### config.mk
export PLATFORM = sky130hd
export DESIGN_NAME = gate_sweep_ctrl
export DESIGN_NICKNAME = d
export VERILOG_FILES = /design/src/rtl/gate_sweep_ctrl.sv
export SDC_FILE = /design/constraint.sdc
export NUM_CORES = 1
export LEC_CHECK = 0
export BUFFER_PORTS_ARGS = -buffer_cell sky130_fd_sc_hd__buf_2
export CAP_MARGIN = 20
export CORE_ASPECT_RATIO = 0.75
export CORE_MARGIN = 2
export CORE_UTILIZATION = 55
export DETAILED_ROUTE_END_ITERATION = 7
export PLACE_DENSITY_LB_ADDON = 0.05
export SLEW_MARGIN = 15
export SYNTH_ARGS = -nofsm -noshare
export SYNTH_HDL_FRONTEND = slang
export SYNTH_SLANG_ARGS = --single-unit
### constraint.sdc
create_clock -name clk -period 3.05 [get_ports clk]
set_clock_uncertainty 0.2 [all_clocks]
set_input_delay 0.305 -clock clk [delete_from_list [all_inputs] [get_ports clk]]
set_output_delay 0.305 -clock clk [all_outputs]
set_load 0.005 [all_outputs]
### src/rtl/gate_sweep_ctrl.sv
// Exhaustive sweep sequencer for a single combinational gate-under-test.
// Drives every input vector, waits SETTLE cycles, and compares against a selectable reference.
module gate_sweep_ctrl #(
  parameter int unsigned N_IN   = 2,
  parameter int unsigned SETTLE = 1
) (
  input  logic            clk,
  input  logic            rst_n,
  input  logic            start,
  input  logic [2:0]      op_sel,
  output logic [N_IN-1:0] dut_in,
  input  logic            dut_out,
  output logic            busy,
  output logic            done,
  output logic            pass,
  output logic [N_IN:0]   err_cnt,
  output logic [N_IN-1:0] first_err_vec,
  output logic            first_err_valid
);

  localparam int unsigned CW = 4;
  localparam int unsigned EW = N_IN + 1;

  typedef enum logic [1:0] {S_IDLE, S_HOLD, S_DONE} state_t;

  state_t          state_q, state_d;
  logic [2:0]      op_q, op_d;
  logic [N_IN-1:0] vec_q, vec_d;
  logic [CW-1:0]   cnt_q, cnt_d;
  logic [EW-1:0]   err_q, err_d;
  logic [N_IN-1:0] fvec_q, fvec_d;
  logic            fval_q, fval_d;
  logic            pass_q, pass_d;
  logic            busy_q, busy_d;
  logic            done_q, done_d;
  logic            ref_bit;
  logic            mism;

  // Reference value for the vector currently on the GUT
  always_comb begin
    ref_bit = 1'b0;
    case (op_q)
      3'd0: ref_bit = vec_q[0];
      3'd1: ref_bit = ~vec_q[0];
      3'd2: ref_bit = &vec_q;
      3'd3: ref_bit = |vec_q;
      3'd4: ref_bit = ~&vec_q;
      3'd5: ref_bit = ~|vec_q;
      3'd6: ref_bit = ^vec_q;
      3'd7: ref_bit = ~^vec_q;
      default: ref_bit = 1'b0;
    endcase
  end

  always_ff @(posedge clk or negedge rst_n) begin
    if (!rst_n) begin
      state_q <= S_IDLE;
      op_q    <= '0;
      vec_q   <= '0;
      cnt_q   <= '0;
      err_q   <= '0;
      fvec_q  <= '0;
      fval_q  <= 1'b0;
      pass_q  <= 1'b0;
      busy_q  <= 1'b0;
      done_q  <= 1'b0;
    end else begin
      state_q <= state_d;
      op_q    <= op_d;
      vec_q   <= vec_d;
      cnt_q   <= cnt_d;
      err_q   <= err_d;
      fvec_q  <= fvec_d;
      fval_q  <= fval_d;
      pass_q  <= pass_d;
      busy_q  <= busy_d;
      done_q  <= done_d;
    end
  end

  always_comb begin
    state_d = state_q;
    op_d    = op_q;
    vec_d   = vec_q;
    cnt_d   = cnt_q;
    err_d   = err_q;
    fvec_d  = fvec_q;
    fval_d  = fval_q;
    pass_d  = pass_q;
    busy_d  = busy_q;
    done_d  = 1'b0;
    mism    = 1'b0;

    case (state_q)
      S_IDLE: begin
        if (start) begin
          op_d    = op_sel;
          vec_d   = '0;
          cnt_d   = CW'(SETTLE - 1);
          err_d   = '0;
          fval_d  = 1'b0;
          pass_d  = 1'b0;
          busy_d  = 1'b1;
          state_d = S_HOLD;
        end
      end
      S_HOLD: begin
        if (cnt_q != '0) begin
          cnt_d = cnt_q - CW'(1);
        end else begin
          mism = (dut_out != ref_bit);
          if (mism) begin
            err_d = err_q + EW'(1);
            if (!fval_q) begin
              fvec_d = vec_q;
              fval_d = 1'b1;
            end
          end
          // Last vector: pass reflects the count including this compare
          if (&vec_q) begin
            state_d = S_DONE;
            busy_d  = 1'b0;
            done_d  = 1'b1;
            pass_d  = (err_d == '0);
          end else begin
            vec_d = vec_q + N_IN'(1);
            cnt_d = CW'(SETTLE - 1);
          end
        end
      end
      S_DONE: begin
        state_d = S_IDLE;
      end
      default: state_d = S_IDLE;
    endcase
  end

  assign dut_in          = vec_q;
  assign busy            = busy_q;
  assign done            = done_q;
  assign pass            = pass_q;
  assign err_cnt         = err_q;
  assign first_err_vec   = fvec_q;
  assign first_err_valid = fval_q;

endmodule

==> impl_metrics.ini, run 1 <==
[finish]
fin_cells = 160
multiInputGateArea_um2 = 597
final.fill_count = 173
num_antenna_cells = 0
layout_common_cells = 20 x dfrtp_1, 17 x nand2_1, 17 x buf_2
final_util = 0.662
final_area_mm2 = 0.00132
fin_nets = 150
layout_commonest_cell = dfrtp_1
area_growth_pct = 14.8
drive_gt1_frac = 0.206
ff_latch_area_um2 = 500

[placement]
io_buffers = 17
place_inst = 153
dp_slack_ns = 0.570
dpl.hpwl_um = 1690
placedInstanceArea_mm2 = 0.00124
place_congestion = 0.837

[worst_setup_path]
r2r_slack_ns = 0.50
ff2ff_path_depth = 6
critPathRequiredTime_ns = 3.04
arrival_ns = 2.54
critPathKind = reg -> reg
startpoint_type = flop
regToRegEndpoint = first_err_vec[1]$_DFFE_PN0P_
crit_fanout = 8
critPathCaptureType = flop
reg2reg_from = dut_in[0]$_DFFE_PN0P_

[logic_synthesis]
ys_async_sr_fraction = 1.00
yosys-mux-area-fraction = 0.0283
ys_seq_elements = 20
synth-seq-area-share = 0.435
yosys.area.top_type = dfrtp_1
synth_edf_count = 0
yosysUniqueCellTypes = 41
yosys.area_share.simple = 0.236
netlist_instances = 115
synthTopCellsByArea = dfrtp_1 43%, ha_1 6.5%, nand2_1 5.5%
syn-cell-area_mm2 = 0.00115
yosysWarnings = 0
synth_top_family_by_area = simple AND/OR/NAND/NOR gates
yosysTopAreaCellShare = 0.435
synth-compound-area-share = 0.174
syn-num-nets = 128
synthXorXnorAreaFrac = 0.0152
synthAdderAreaFrac = 0.0652
synth-main-ff-cell = dfrtp_1
syn_area_per_cell_um2 = 10.0

[power_and_ir_drop]
power_frac_clock = 0.164
swShare = 0.401
intPower_uw = 791
vdd_ir_drop_max_uv = 567
power.leakage_nw = 0.634
p_per_area_mw_per_mm2 = 999
p_switching_uw = 530
sequentialPowerShare = 0.343
comb_power_share = 0.493

[sta]
layout_setup_ws_ns = 0.504
setup_viol = 0
fin_setup_tns_ns = 0
finalCritPeriodShare = 0.835
rsz0062_at_grt = false
drv_slew = 0
tightestPinTransition_ns = 0.556
min_period_ns = 2.55
max_slew_margin = 0.626
finalHoldViolations = 0
fmax_mhz = 393

[detailed_routing]
via_per_inst = 5.49
wire_per_inst_um = 13.9
wl_um = 2230
vias = 879
drtIter0Drc = 25
drc = 0
ant_nets = 0
dr.pass1.iters = 4

[grt]
overflow = 0
grt_max_degree = 21
grt_pass1_vias = 836
antenna_found_initial = 0
grt_util_all_layers = 0.210
grt_pass1_wl_um = 3840

[hold_path]
min_to = op_q[0]$_DFFE_PN0P_
worstHoldPathCells = 3
hold_class = in -> reg
hp-start = op_sel[0]

[clocking]
cts_resized = 0
cts_root_buffer = clkbuf_4
cts_setup_buffers = 0
clk_pin_slew_ns = 0.12
h-tree-depth = 1
cts_tree = built
worstSkewPairLatency_ns = 0.30
numCtsBuffers = 3
clockBufferDepth = 2
numClockSinks = 20

[die]
boundaryPins = 18
start_util = 0.576
die_x_um = 56.8
die_area_mm2 = 0.00248
core-area_mm2 = 0.00200
fp-row-count = 14
dieHeight_um = 43.6

[flow_run]
maxCapViolCount = 0

[status]
outcome = finished clean
-- routing by layer --
metal / up-vias / track usage / wire length [µm]
met1: 394 / 0.283 / 1100
li1: 449 / - / -
met5: - / 0 / 0
met2: 34 / 0.330 / 926
met4: 0 / 0.0651 / 19
met3: 2 / 0.0657 / 180
-- how the worst max path moves through the flow --
stage,start,endpoint,slack (ns),cells past startpoint
after floorplan,dut_in[0]$_DFFE_PN0P_,first_err_vec[0]$_DFFE_PN0P_,0.76,6
after global placement,dut_in[0]$_DFFE_PN0P_,first_err_vec[0]$_DFFE_PN0P_,0.55,6
after detailed placement,dut_in[0]$_DFFE_PN0P_,first_err_vec[0]$_DFFE_PN0P_,0.57,6
after CTS,dut_in[0]$_DFFE_PN0P_,first_err_vec[1]$_DFFE_PN0P_,0.53,6
after global routing,dut_in[0]$_DFFE_PN0P_,first_err_vec[1]$_DFFE_PN0P_,0.37,6
final,dut_in[0]$_DFFE_PN0P_,first_err_vec[1]$_DFFE_PN0P_,0.50,6
-- kinds of logic (layout without fill, tap and decap cells) --
group                    after synthesis  after routing
AND/OR/NAND/NOR                       48             48
AO/OA/AOI/OAI                         26             26
flip-flops                            20             20
adder cells (fa/ha/maj)                6              6
buffers and inverters                 10             31
XOR/XNOR                               2              2
multiplexers                           3              3
-- worst max-delay path: stages, from the launching register on --
cell and delay (ns):
dfrtp_1 0.49, ha_1 0.30, nor2b_1 0.15, o211a_1 0.24
nor4_2 0.50, o21a_1 0.24, mux2_1 0.33
-- state kept, by name, indices dropped and copies added, names as in the netlist --
signal           flops
err_cnt              3
first_err_vec        2
state_q              2
op_q                 3
first_err_valid      1
cnt_q                4
busy                 1
done                 1
dut_in               2
pass                 1
-- power groups by stage --
| stage | Sequential [mW] | Clock, mW | Combinational (mW) |
|---|---|---|---|
| detailed placement | 0.460 | 0 | 0.645 |
| CTS | 0.454 | 0.221 | 0.652 |
| floorplan | 0.444 | 0 | 0.497 |
| global placement | 0.455 | 0 | 0.647 |
| global route | 0.470 | 0.233 | 0.725 |
| finish | 0.453 | 0.216 | 0.651 |
-- per-stage QoR --
stage,total power [mW],hold WS [ns]
2_1_floorplan,0.941,-0.191
3_3_place_gp,1.10,0.0681
3_5_place_dp,1.10,0.0804
4_1_cts,1.33,0.00451
5_1_grt,1.43,0.0268
6_report,1.32,0.00741
-- layout make-up --
cell class                      count  area share
Sequential cell                    20       0.379
Inverter                            7      0.0199
Tap cell                           24      0.0227
Clock inverter                      1      0.0227
Timing Repair Buffer               20      0.0871
Multi-Input combinational cell     85       0.452
Clock buffer                        3      0.0170
-- synthesized netlist by cell type, drive strengths merged, types with 2 or more instances --
cell and n:
nor3 4, nand2 18, dfrtp 20, nor2 8, ha 6, nor4 2, inv 7, mux2 2
nand3 3, and2 2, o21a 3, o21ai 11, xor2 2, nor2b 5
-- timing repair --
item,in CTS,in global routing
hold endpoints to repair,21,1
setup endpoints to repair,0,0
hold buffers,2,1
Power figures use the tool's default switching activity.
==> inputs of run 2 (changes only) <==
==> constraint.sdc (replaced) <==
create_clock -name clk -period 2.4 [get_ports clk]
set_clock_uncertainty 0.2 [all_clocks]
set_input_delay 0.24 -clock clk [delete_from_list [all_inputs] [get_ports clk]]
set_output_delay 0.24 -clock clk [all_outputs]
set_load 0.005 [all_outputs]
==> impl_metrics.ini, run 2 (same netlist as run 1, synthesis figures left out) <==
[grt]
antenna_found_initial = 0
grt_pass1_vias = 838
overflow = 0
grt_util_all_layers = 0.203
grt_pass1_wl_um = 3770
grt_max_degree = 21

[clocking]
numClockSinks = 20
cts_tree = built
clockBufferDepth = 2
clk_pin_slew_ns = 0.10
worstSkewPairLatency_ns = 0.29
cts_root_buffer = clkbuf_4
h-tree-depth = 1
numCtsBuffers = 3
cts_setup_buffers = 0

[placement]
dpl.hpwl_um = 1730
io_buffers = 17
place_congestion = 0.771

[finish]
num_antenna_cells = 0
layout_common_cells = 19 x dfrtp_1, 17 x nand2_1, 17 x buf_2
drive_gt1_frac = 0.250
layout_commonest_cell = dfrtp_1
area_growth_pct = 17.1
largest_reg_flops = 4
fin_nets = 155
regMostFlops = cnt_q
final_util = 0.675

[flow_run]
maxCapViolCount = 0

[status]
outcome = finished clean

[detailed_routing]
via_per_inst = 5.60
dr.pass1.iters = 4
drc = 0
ant_nets = 0
wire_per_inst_um = 13.9
wl_um = 2290
drtIter0Drc = 24
vias = 919

[worst_setup_path]
critPathRequiredTime_ns = 2.39
arrival_ns = 2.26
critPathCaptureType = flop
crit_fanout = 8
critPathKind = reg -> reg
startpoint_type = flop
r2r_slack_ns = 0.12

[sta]
max_slew_margin = 0.699
finalHoldViolations = 0
drv_slew = 0
rsz0062_at_grt = false
setup_viol = 0
fin_setup_tns_ns = 0
min_period_ns = 2.28
fmax_mhz = 439
finalCritPeriodShare = 0.948
tightestPinTransition_ns = 0.451

[die]
core-area_mm2 = 0.00200
boundaryPins = 18
start_util = 0.576
die_area_mm2 = 0.00248
dieHeight_um = 43.6
die_x_um = 56.8
fp-row-count = 14

[power_and_ir_drop]
power.leakage_nw = 0.642
vdd_ir_drop_max_uv = 670
p_per_area_mw_per_mm2 = 1220

[hold_path]
hold_class = in -> reg
## run 2: critical path, stage by stage (launching register included)
cell       delay (ns)
dfrtp_2          0.47
ha_1             0.30
a2111oi_4        0.43
nor4_2           0.10
buf_4            0.17
o21a_1           0.21
a221o_1          0.29
## run 2: worst paths after layout
kind	from	end	depth (start not counted)
max	dut_in[0]$_DFFE_PN0P_	err_cnt[1]$_DFFE_PN0P_	6
min	start	busy$_DFFE_PN0P_	3
max reg2reg	dut_in[0]$_DFFE_PN0P_	err_cnt[1]$_DFFE_PN0P_	6
min reg2reg	busy$_DFFE_PN0P_	busy$_DFFE_PN0P_	2
max in group asynchronous	rst_n	dut_in[0]$_DFFE_PN0P_	2
min in group asynchronous	rst_n	done$_DFF_PN0_	2
## run 2: final cells by class
type                    instances  area [µm²]
clock buffers                   3        22.5
fillers                       172         649
inverters                       7        26.3
multi-input cells              85         612
flip-flops and latches         20         502
well taps                      24        30.0
repair buffers                 25         155
## run 2: metrics by stage
stage	cell area (µm²)	hold slack, ns	cells	setup WS (ns)	power [mW]
final	1350	0.0841	164	0.124	1.65
after global routing	1350	0.0985	164	0.0113	1.78
after CTS	1330	0.0738	164	0.0403	1.62
after detailed placement	1270	0.0115	157	0.0568	1.47
after global placement	1270	0.00628	157	0.0903	1.45
after floorplan	1150	-0.256	115	0.105	1.20
## run 2: power breakdown
part / leakage [nW] / switching [mW] / internal (mW)
Clock: 0.0138 / 0.0896 / 0.0584
Sequential: 0.254 / 0.123 / 0.455
Combinational: 0.375 / 0.479 / 0.441
## run 2: per-layer routing
metal  global-route usage  up-vias  wire [µm]
met5                    0        -          0
li1                     -      458          -
met1                0.300      430       1190
met2                0.302       29        916
met3               0.0657        2        165
met4               0.0279        0         13
## run 2: timing repair
action / CTS / global route
setup endpoints to repair: 0 / 5
hold buffers: 4 / 0
gates resized for setup: 0 / 4
hold endpoints to repair: 23 / 0
